[src/rtl/ili9341_rgb_timing.sv]
// ILI9341 RGB-interface raster timing: walks sync/back-porch/active/front-porch per line and per frame,
// one raster position per pixel_tick, and drives the panel one tick behind the video-memory address.
module ili9341_rgb_timing #(
    parameter int DISPLAY_WIDTH  = 240,
    parameter int DISPLAY_HEIGHT = 320,
    parameter int HSW            = 10,
    parameter int HBP            = 20,
    parameter int HFP            = 10,
    parameter int VSW            = 2,
    parameter int VBP            = 2,
    parameter int VFP            = 4,
    parameter int WIDTH_BITS     = $clog2(DISPLAY_WIDTH),
    parameter int HEIGHT_BITS    = $clog2(DISPLAY_HEIGHT)
) (
    input  logic                   clk,
    input  logic                   reset,
    input  logic                   pixel_tick,
    input  logic                   enable,
    input  logic [15:0]            pixel_in,
    output logic [WIDTH_BITS-1:0]  display_x,
    output logic [HEIGHT_BITS-1:0] display_y,
    output logic                   in_display_region,
    output logic                   hsync_n,
    output logic                   vsync_n,
    output logic                   de,
    output logic [15:0]            rgb,
    output logic                   frame_start
);
    localparam int CW_XY = (WIDTH_BITS > HEIGHT_BITS) ? WIDTH_BITS : HEIGHT_BITS;
    localparam int CW    = (CW_XY > 8) ? CW_XY : 8;

    typedef enum logic {ST_IDLE = 1'b0, ST_RUN = 1'b1} run_state_t;
    typedef enum logic [1:0] {PH_SYNC = 2'd0, PH_BACK = 2'd1, PH_ACTIVE = 2'd2, PH_FRONT = 2'd3} phase_t;

    function automatic logic [CW-1:0] h_last(input phase_t ph);
        case (ph)
            PH_SYNC:   return CW'(HSW - 1);
            PH_BACK:   return CW'(HBP - 1);
            PH_ACTIVE: return CW'(DISPLAY_WIDTH - 1);
            PH_FRONT:  return CW'(HFP - 1);
            default:   return CW'(HSW - 1);
        endcase
    endfunction

    function automatic logic [CW-1:0] v_last(input phase_t ph);
        case (ph)
            PH_SYNC:   return CW'(VSW - 1);
            PH_BACK:   return CW'(VBP - 1);
            PH_ACTIVE: return CW'(DISPLAY_HEIGHT - 1);
            PH_FRONT:  return CW'(VFP - 1);
            default:   return CW'(VSW - 1);
        endcase
    endfunction

    function automatic phase_t next_phase(input phase_t ph);
        case (ph)
            PH_SYNC:   return PH_BACK;
            PH_BACK:   return PH_ACTIVE;
            PH_ACTIVE: return PH_FRONT;
            PH_FRONT:  return PH_SYNC;
            default:   return PH_SYNC;
        endcase
    endfunction

    run_state_t             run_q, run_d;
    phase_t                 h_state_q, h_state_d, v_state_q, v_state_d;
    logic [CW-1:0]          h_cnt_q, h_cnt_d, v_cnt_q, v_cnt_d;
    logic [WIDTH_BITS-1:0]  display_x_q, display_x_d;
    logic [HEIGHT_BITS-1:0] display_y_q, display_y_d;
    logic                   in_display_region_q, in_display_region_d;
    logic                   hsync_n_q, hsync_n_d, vsync_n_q, vsync_n_d, de_q, de_d;
    logic [15:0]            rgb_q, rgb_d;
    logic                   frame_start_q, frame_start_d;
    logic                   h_end_s, v_end_s, frame_end_s;

    // Next-state logic: raster walk, region outputs from the new position, panel outputs from the old one
    always_comb begin
        run_d               = run_q;
        h_state_d           = h_state_q;
        v_state_d           = v_state_q;
        h_cnt_d             = h_cnt_q;
        v_cnt_d             = v_cnt_q;
        display_x_d         = display_x_q;
        display_y_d         = display_y_q;
        in_display_region_d = in_display_region_q;
        hsync_n_d           = hsync_n_q;
        vsync_n_d           = vsync_n_q;
        de_d                = de_q;
        rgb_d               = rgb_q;
        frame_start_d       = 1'b0;
        h_end_s             = (h_cnt_q == h_last(h_state_q));
        v_end_s             = (v_cnt_q == v_last(v_state_q));
        frame_end_s         = h_end_s && v_end_s && (h_state_q == PH_FRONT) && (v_state_q == PH_FRONT);
        if (pixel_tick) begin
            // pixel_in now holds the memory word addressed by the previous tick's region outputs
            hsync_n_d = !((run_q == ST_RUN) && (h_state_q == PH_SYNC));
            vsync_n_d = !((run_q == ST_RUN) && (v_state_q == PH_SYNC));
            de_d      = in_display_region_q;
            rgb_d     = in_display_region_q ? pixel_in : 16'd0;
            case (run_q)
                ST_IDLE: begin
                    if (enable) begin
                        run_d         = ST_RUN;
                        frame_start_d = 1'b1;
                    end else begin
                        run_d = ST_IDLE;
                    end
                    h_state_d = PH_SYNC;
                    h_cnt_d   = '0;
                    v_state_d = PH_SYNC;
                    v_cnt_d   = '0;
                end
                ST_RUN: begin
                    if (h_end_s) begin
                        h_state_d = next_phase(h_state_q);
                        h_cnt_d   = '0;
                    end else begin
                        h_cnt_d = h_cnt_q + CW'(1);
                    end
                    if (h_end_s && (h_state_q == PH_FRONT)) begin
                        if (v_end_s) begin
                            v_state_d = next_phase(v_state_q);
                            v_cnt_d   = '0;
                        end else begin
                            v_cnt_d = v_cnt_q + CW'(1);
                        end
                    end else begin
                        v_cnt_d = v_cnt_q;
                    end
                    // The natural wrap already lands on sync line 0; enable only decides whether to stay
                    if (frame_end_s) begin
                        if (enable) begin
                            frame_start_d = 1'b1;
                        end else begin
                            run_d = ST_IDLE;
                        end
                    end else begin
                        run_d = ST_RUN;
                    end
                end
                default: begin
                    run_d = ST_IDLE;
                end
            endcase
            if (run_d == ST_RUN) begin
                in_display_region_d = (h_state_d == PH_ACTIVE) && (v_state_d == PH_ACTIVE);
                display_x_d = (h_state_d == PH_ACTIVE) ? h_cnt_d[WIDTH_BITS-1:0] : '0;
                if (v_state_d == PH_ACTIVE) begin
                    display_y_d = v_cnt_d[HEIGHT_BITS-1:0];
                end else if (v_state_d == PH_SYNC) begin
                    display_y_d = '0;
                end else begin
                    display_y_d = display_y_q;
                end
            end else begin
                in_display_region_d = 1'b0;
                display_x_d         = '0;
                display_y_d         = '0;
            end
        end else begin
            frame_start_d = 1'b0;
        end
    end

    // State and output registers
    always_ff @(posedge clk or negedge reset) begin
        if (!reset) begin
            run_q               <= ST_IDLE;
            h_state_q           <= PH_SYNC;
            v_state_q           <= PH_SYNC;
            h_cnt_q             <= '0;
            v_cnt_q             <= '0;
            display_x_q         <= '0;
            display_y_q         <= '0;
            in_display_region_q <= 1'b0;
            hsync_n_q           <= 1'b1;
            vsync_n_q           <= 1'b1;
            de_q                <= 1'b0;
            rgb_q               <= 16'd0;
            frame_start_q       <= 1'b0;
        end else begin
            run_q               <= run_d;
            h_state_q           <= h_state_d;
            v_state_q           <= v_state_d;
            h_cnt_q             <= h_cnt_d;
            v_cnt_q             <= v_cnt_d;
            display_x_q         <= display_x_d;
            display_y_q         <= display_y_d;
            in_display_region_q <= in_display_region_d;
            hsync_n_q           <= hsync_n_d;
            vsync_n_q           <= vsync_n_d;
            de_q                <= de_d;
            rgb_q               <= rgb_d;
            frame_start_q       <= frame_start_d;
        end
    end

    assign display_x         = display_x_q;
    assign display_y         = display_y_q;
    assign in_display_region = in_display_region_q;
    assign hsync_n           = hsync_n_q;
    assign vsync_n           = vsync_n_q;
    assign de                = de_q;
    assign rgb               = rgb_q;
    assign frame_start       = frame_start_q;

endmodule

[config.mk]
export PLATFORM = sky130hd
export DESIGN_NAME = ili9341_rgb_timing
export DESIGN_NICKNAME = d
export VERILOG_FILES = /design/src/rtl/ili9341_rgb_timing.sv
export SDC_FILE = /design/constraint.sdc
export NUM_CORES = 1
export LEC_CHECK = 0
export BUFFER_PORTS_ARGS = -buffer_cell sky130_fd_sc_hd__buf_2
export CORE_AREA = 2 2 81 83
export CTS_BUF_LIST = sky130_fd_sc_hd__clkbuf_4
export DETAILED_ROUTE_END_ITERATION = 6
export DIE_AREA = 0 0 83 85
export GPL_TIMING_DRIVEN = 0
export HOLD_SLACK_MARGIN = 0.12
export PLACE_DENSITY = 0.79
export SKIP_LAST_GASP = 1
export SLEW_MARGIN = 5
export SYNTH_ARGS = -nofsm -noshare
export SYNTH_HDL_FRONTEND = slang
export SYNTH_SLANG_ARGS = --single-unit
[constraint.sdc]
create_clock -name clk -period 3.45 [get_ports clk]
set_input_delay 1.035 -clock clk [delete_from_list [all_inputs] [get_ports clk]]
set_output_delay 1.035 -clock clk [all_outputs]
set_load 0.01 [all_outputs]
; ---- Word-level counts from Yosys, hierarchy flattened
; Cells that the tools add are included.
[classes]
n_addsub = 2
eq_ne = 11
mux = 30
bitwise_logic = 1
reduce_logical = 15
[ops]
columns = operator, n
row1 = $mux 9, 6
row2 = $pmux 9 s3, 2
row3 = $pmux 9 s2, 2
row4 = $add 9x1->9 const B, 2
row5 = $eq 9x9->1, 2
row6 = $mux 16, 1
row7 = $mux 8, 2
row8 = $pmux 2 s4, 2
row9 = $eq 2x2->1 const B, 6
row10 = $mux 2, 5
row11 = $pmux 2 s2, 2
row12 = $logic_and 1x1->1, 7
row13 = $logic_not 2->1, 3
row14 = $mux 1, 6
row15 = $eq 2x1->1 const B, 2
row16 = $pmux 1 s2, 2
row17 = $reduce_or 2->1, 2
row18 = $ne 3x1->1 const B, 1
row19 = $logic_not 1->1, 2
row20 = $reduce_and 2->1, 1
row21 = $not 1->1, 1
[totals]
ff_bits = 61
inputBits = 20
out_inout_bits = 38
word_cells = 72

; ---- Depth between registers and ports, before layout
[logic_depth]
depth_word = 12
ltp_mapped = 9
depth_no_buf = 7

; ---- Worst setup path after synthesis
; Ideal clock, no wire load.
[synth_timing]
path_kind = reg-to-reg
start = reg h_state_q[0]
end = reg display_y_q[2] (netlist: display_y[2])
setup_time_ns = 0.128
arrival_time_ns = 2.276
t_required_ns = 3.322
path_slack_ns = 1.047
path_stages_with_launch = 10
n_path_buf = 2
period_less_slack_ns = 2.403
cell_sequence = dfrtp_1 inv_1 ha_1 xnor2_1 o2111ai_2 buf_2 o41ai_2 o21a_1 buf_2 mux2_1
[synth_between]
elab_chain_len = 12
elab_cells_between_ends = 25
classes_between = eq/ne: 6 / mux: 11 / reduce/logical: 8
[synth_rtl]
columns = item, line_no
row1 = from (decl), 66  ; phase_t h_state_q, h_state_d, v_state_q, v_state_d;
row2 = from (signal assigned), 183  ; h_state_q <= h_state_d;
row3 = $eq 2x2->1 / $logic_not 2->1 (equally long branches), -
row4 = $reduce_or 2->1 (no line), -
row5 = $pmux 9 s3, 36  ; case (ph)
row6 = $eq 9x9->1, 91  ; h_end_s = (h_cnt_q == h_last(h_state_q));
row7 = $logic_and 1x1->1 (3 in series), 93  ; frame_end_s = h_end_s && v_end_s && (h_state_q == PH_FRONT) && (v_state_q == PH_FRONT);
row8 = $mux 1, 131  ; if (frame_end_s) begin
row9 = $pmux 1 s2, 100  ; case (run_q)
row10 = $mux 1, 94  ; if (pixel_tick) begin
row11 = $ne 3x1->1 (no line), -
row12 = $reduce_and 2->1 (no line), -
row13 = to (signal assigned), 188  ; display_y_q <= display_y_d;
row14 = to (decl), 69  ; logic [HEIGHT_BITS-1:0] display_y_q, display_y_d;
; Parallel ways exist; a longest one is shown, timed or not. The select of a mux whose other input is x is not followed.
; A chain may end at the register's enable or synchronous reset.

; ---- Final worst setup path
; Ends and elaborated chain as after synthesis.

==> report_table.html <==
<table>
<tr><th>Metric</th><th>Value</th></tr>
<tr><th colspan="2">Finish</th></tr>
<tr><td>Number of diodes added for antenna fixing</td><td>0</td></tr>
<tr><td>Area growth from synthesis to final layout</td><td>14.9%</td></tr>
<tr><td>Final non-filler cell total</td><td>503</td></tr>
<tr><td>Fin util</td><td>64.1%</td></tr>
<tr><td>Fin nets</td><td>454</td></tr>
<tr><td>Proportion of layout cells with a drive suffix above 1</td><td>24.2%</td></tr>
<tr><td>Design area</td><td>0.00398 mm2</td></tr>
<tr><th colspan="2">Yosys</th></tr>
<tr><td>Largest cells by area after synthesis</td><td>dfrtp_1 43%, o2bb2ai_1 5.6%, o21ai_0 4.9%, ha_1 4.7%, inv_1 3.4%</td></tr>
<tr><td>Number of cells produced by synthesis</td><td>352</td></tr>
<tr><td>Post-synthesis sequential area ratio</td><td>44.2%</td></tr>
<tr><td>Count of yosys warnings during synthesis</td><td>0</td></tr>
<tr><td>Top-area cell type share of the netlist area</td><td>42.6%</td></tr>
<tr><td>Distinct cell type count of the synthesized netlist</td><td>61</td></tr>
<tr><td>Register bit total from synthesis</td><td>61</td></tr>
<tr><td>Number of enable flip-flop cells after synthesis</td><td>0</td></tr>
<tr><td>Dominant register cell in the synthesized netlist</td><td>dfrtp_1</td></tr>
<tr><td>Post-synthesis area per instance</td><td>9.84 um2</td></tr>
<tr><td>Synth area leader</td><td>dfrtp_1</td></tr>
<tr><td>Synth Net Count</td><td>385</td></tr>
<tr><td>Async set-reset flop share out of synthesis</td><td>100%</td></tr>
<tr><td>Cell Area, Synth</td><td>0.00346 mm2</td></tr>
<tr><th colspan="2">Timing</th></tr>
<tr><td>Number of max-slew violations in the final report</td><td>0</td></tr>
<tr><td>Crit share post-route</td><td>83.2%</td></tr>
<tr><td>Time the final worst path needs with I/O delays and setup</td><td>2.87 ns</td></tr>
<tr><td>Final worst slack</td><td>0.579 ns</td></tr>
<tr><td>Setup TNS Final</td><td>0 ns</td></tr>
<tr><td>Setup repair after global routing missed its margin</td><td>no</td></tr>
<tr><td>Setup clock skew after layout</td><td>0.0148 ns</td></tr>
<tr><td>Slew HR</td><td>48.2%</td></tr>
<tr><td>Number of setup violations in the final report</td><td>0</td></tr>
<tr><td>Transition at the pin with the smallest max-transition slack</td><td>0.767 ns</td></tr>
<tr><td>Total count of hold-check failures in the final report</td><td>0</td></tr>
<tr><td>Max Clk Rate</td><td>0.348 GHz</td></tr>
<tr><th colspan="2">Worst setup path</th></tr>
<tr><td>Crit Path Category</td><td>reg2reg</td></tr>
<tr><td>Critical path endpoint category</td><td>register</td></tr>
<tr><td>RR Endpoint</td><td>display_y[2]$_DFFE_PN0P_</td></tr>
<tr><td>Largest stage delay, worst path</td><td>0.41 ns</td></tr>
<tr><td>Worst R2R Setup Slack</td><td>0.58 ns</td></tr>
<tr><td>Slowest CP cell</td><td>dfrtp_1</td></tr>
<tr><td>Critical Path Fanout Max</td><td>10</td></tr>
<tr><td>Reg-to-Reg Start</td><td>h_state_q[0]$_DFFE_PN0P_</td></tr>
<tr><td>Worst R2R Path Depth</td><td>9</td></tr>
<tr><td>Arrival time reported for the critical path endpoint</td><td>3.17 ns</td></tr>
<tr><td>Most frequent cell on the critical path</td><td>buf_2</td></tr>
<tr><td>Worst path cell trace</td><td>inv_1, ha_1, xnor2_1, o2111ai_2, buf_2, o41ai_2, o21a_1, buf_2, mux2_1</td></tr>
<tr><td>Required @ worst endpoint</td><td>3.75 ns</td></tr>
<tr><td>Startpoint types</td><td>register</td></tr>
<tr><th colspan="2">Power</th></tr>
<tr><td>Static power due to leakage</td><td>1.77 nW</td></tr>
<tr><td>Power density cells</td><td>372 mW/mm2</td></tr>
<tr><td>Maximum VDD drop</td><td>0.234 mV</td></tr>
<tr><th colspan="2">Detailed routing</th></tr>
<tr><td>Detail Route Antenna Nets</td><td>0</td></tr>
<tr><td>DR vias</td><td>2924</td></tr>
<tr><td>Iter 0 DRT Violations</td><td>141</td></tr>
<tr><td>Average routed wire per standard cell</td><td>16.2 um</td></tr>
<tr><td>Initial DRT Pass Iterations</td><td>4</td></tr>
<tr><td>Detailed-route wire length</td><td>8170 um</td></tr>
<tr><td>DRC errors left</td><td>0</td></tr>
<tr><td>Vias per std cell</td><td>5.81</td></tr>
<tr><th colspan="2">CTS</th></tr>
<tr><td>Number of gates given a new drive strength after cts</td><td>0</td></tr>
<tr><td>Clock tree from TritonCTS</td><td>built</td></tr>
<tr><td>Clock network latency to the later pin of the worst-skew pair</td><td>0.42 ns</td></tr>
<tr><td>Clock root buffer</td><td>clkbuf_4</td></tr>
<tr><td>CTS clock-pin slew for the worst setup and hold paths</td><td>0.10 ns</td></tr>
<tr><td>Number of clock sinks seen by CTS</td><td>61</td></tr>
<tr><td>Buffer depth of the longest clock path</td><td>2</td></tr>
<tr><td>Hold_buf cts</td><td>0</td></tr>
<tr><td>H-tree levels</td><td>3</td></tr>
<tr><td>Buffers inserted by post-CTS timing repair</td><td>0</td></tr>
<tr><td>Number of buffers inserted during clock tree synthesis</td><td>9</td></tr>
<tr><th colspan="2">Global routing</th></tr>
<tr><td>Number of antenna violations at the first check in global routing</td><td>0</td></tr>
<tr><td>Global-route wire length before repair</td><td>13800 um</td></tr>
<tr><td>Pin count of the biggest net entering global routing</td><td>34</td></tr>
<tr><td>Total grt overflow</td><td>0</td></tr>
<tr><td>All-layer global routing usage</td><td>24.4%</td></tr>
<tr><td>Number of global-route vias before repair</td><td>2891</td></tr>
<tr><th colspan="2">Hold path</th></tr>
<tr><td>Hold depth</td><td>2</td></tr>
<tr><td>Type of the tightest min-delay check</td><td>reg2reg</td></tr>
<tr><td>Source of the worst hold timing path</td><td>vsync_n$_DFFE_PN1P_</td></tr>
<tr><td>Hold Path End</td><td>vsync_n$_DFFE_PN1P_</td></tr>
<tr><th colspan="2">Placement</th></tr>
<tr><td>Total instance count after detailed placement</td><td>487</td></tr>
<tr><td>Estimated wirelength of the detail-placed design</td><td>5950 um</td></tr>
<tr><td>Standard cell area after detailed placement</td><td>0.00386 mm2</td></tr>
<tr><td>Post-placement setup slack</td><td>0.661 ns</td></tr>
<tr><td>Total of buffers placed on input and output ports</td><td>57</td></tr>
<tr><td>Placer's final routability congestion estimate</td><td>0.904</td></tr>
<tr><th colspan="2">Die</th></tr>
<tr><td>Floorplan core area</td><td>0.00620 mm2</td></tr>
<tr><td>Die area</td><td>0.00706 mm2</td></tr>
<tr><td>Die width</td><td>83 um</td></tr>
<tr><td>Standard-cell row count</td><td>29</td></tr>
<tr><td>Starting density of the core</td><td>55.8%</td></tr>
<tr><td>Number of I/O pins</td><td>58</td></tr>
<tr><td>Chip height</td><td>85 um</td></tr>
<tr><th colspan="2">Flow run</th></tr>
<tr><td>Max-Cap Viols</td><td>0</td></tr>
<tr><th colspan="2">Status</th></tr>
<tr><td>Run status</td><td>completed</td></tr>
</table>
-- kinds of logic after synthesis --
logic type	after synthesis	synth area share, %
AO/OA/AOI/OAI	104	22.6
XOR/XNOR	14	3.54
adder cells (fa/ha/maj)	13	4.70
buffers and inverters	56	6.94
flip-flops	61	44.2
multiplexers	6	1.92
AND/OR/NAND/NOR	98	16.1
-- registers in the layout, summed over array words and instances, names as in the netlist --
name and cells:
de 1, display_x 8, display_y 9, frame_start 1, h_cnt_q 9, h_state_q 2
hsync_n 1, in_display_region 1, rgb 16, run_q 1, v_cnt_q 9, v_state_q 2
vsync_n 1
-- routing by layer --
layer	global-route usage [%]	share of wire, %	vias up	wire (um)
met3	5.06	5.8	10	476
li1	-	-	1422	-
met2	37.6	45	100	3670
met1	33.7	47	1392	3880
met5	0	0	-	0
met4	10.4	1.8	0	145
-- how the worst max path moves through the flow --
stage                        startpoint                        to  slack, ns  cells after the start
2_1_floorplan  h_state_q[0]$_DFFE_PN0P_  display_y[2]$_DFFE_PN0P_       1.05                      9
3_3_place_gp   h_state_q[0]$_DFFE_PN0P_  display_y[2]$_DFFE_PN0P_       0.72                      9
3_5_place_dp   h_state_q[0]$_DFFE_PN0P_  display_y[2]$_DFFE_PN0P_       0.66                      9
4_1_cts        h_state_q[0]$_DFFE_PN0P_  display_y[2]$_DFFE_PN0P_       0.63                      9
5_1_grt        h_state_q[0]$_DFFE_PN0P_  display_y[2]$_DFFE_PN0P_       0.43                      9
6_report       h_state_q[0]$_DFFE_PN0P_  display_y[2]$_DFFE_PN0P_       0.58                      9
-- Yosys cell counts, types with 3 or more instances --
cell	count
a21oi_1	9
a22o_1	8
buf_1	3
buf_2	6
clkbuf_1	12
dfrtp_1	59
ha_1	13
inv_1	31
mux2_2	4
nand2_1	14
nand3_1	23
nand4_1	9
nor2_1	15
nor2b_1	3
nor3_1	9
nor4_1	3
nor4_2	3
o21ai_0	34
o21ai_1	4
o2bb2ai_1	22
or3_1	4
xnor2_1	13
-- layout make-up --
type | instances | area (um2)
fillers | 516 | 2230
multi-input cells | 235 | 1690
flip-flops and latches | 61 | 1530
repair buffers | 58 | 305
plain buffers | 25 | 124
inverters | 31 | 116
well taps | 77 | 96.3
clock buffers | 10 | 75.1
clock inverters | 6 | 40.0
-- worst max-delay path: cells and delay by family (launching register included) --
family / cells / cell delay, ns
xor+xnor: 1 / 0.30
compound gates: 3 / 0.73
flops: 1 / 0.41
fa+ha+maj: 1 / 0.31
mux: 1 / 0.35
buf+inv: 3 / 0.67
-- cells in the final DEF (no fill, tap or decap), types with 10 or more instances in the layout --
cell	synthesis	routed
buf_2	6	63
clkbuf_1	12	12
clkbuf_4	0	10
dfrtp_1	59	59
ha_1	13	13
inv_1	31	31
nand2_1	14	14
nand3_1	23	23
nor2_1	15	15
o21ai_0	34	34
o2bb2ai_1	22	22
xnor2_1	13	13
-- power by group --
group	leakage, nW	total (mW)	switching, mW	internal (mW)
Combinational	0.909	0.281	0.173	0.108
Sequential	0.807	0.781	0.0309	0.750
Clock	0.0544	0.419	0.266	0.153
Total	1.77	1.48	0.470	1.01
-- per-stage QoR --
stage	power, mW	hold WS, ns
6_report	1.48	0.496
5_1_grt	1.56	0.511
4_1_cts	1.49	0.495
3_5_place_dp	1.07	0.473
3_3_place_gp	1.06	0.465
2_1_floorplan	0.986	0.483
Note: power is estimated with default switching activity, not from simulation.
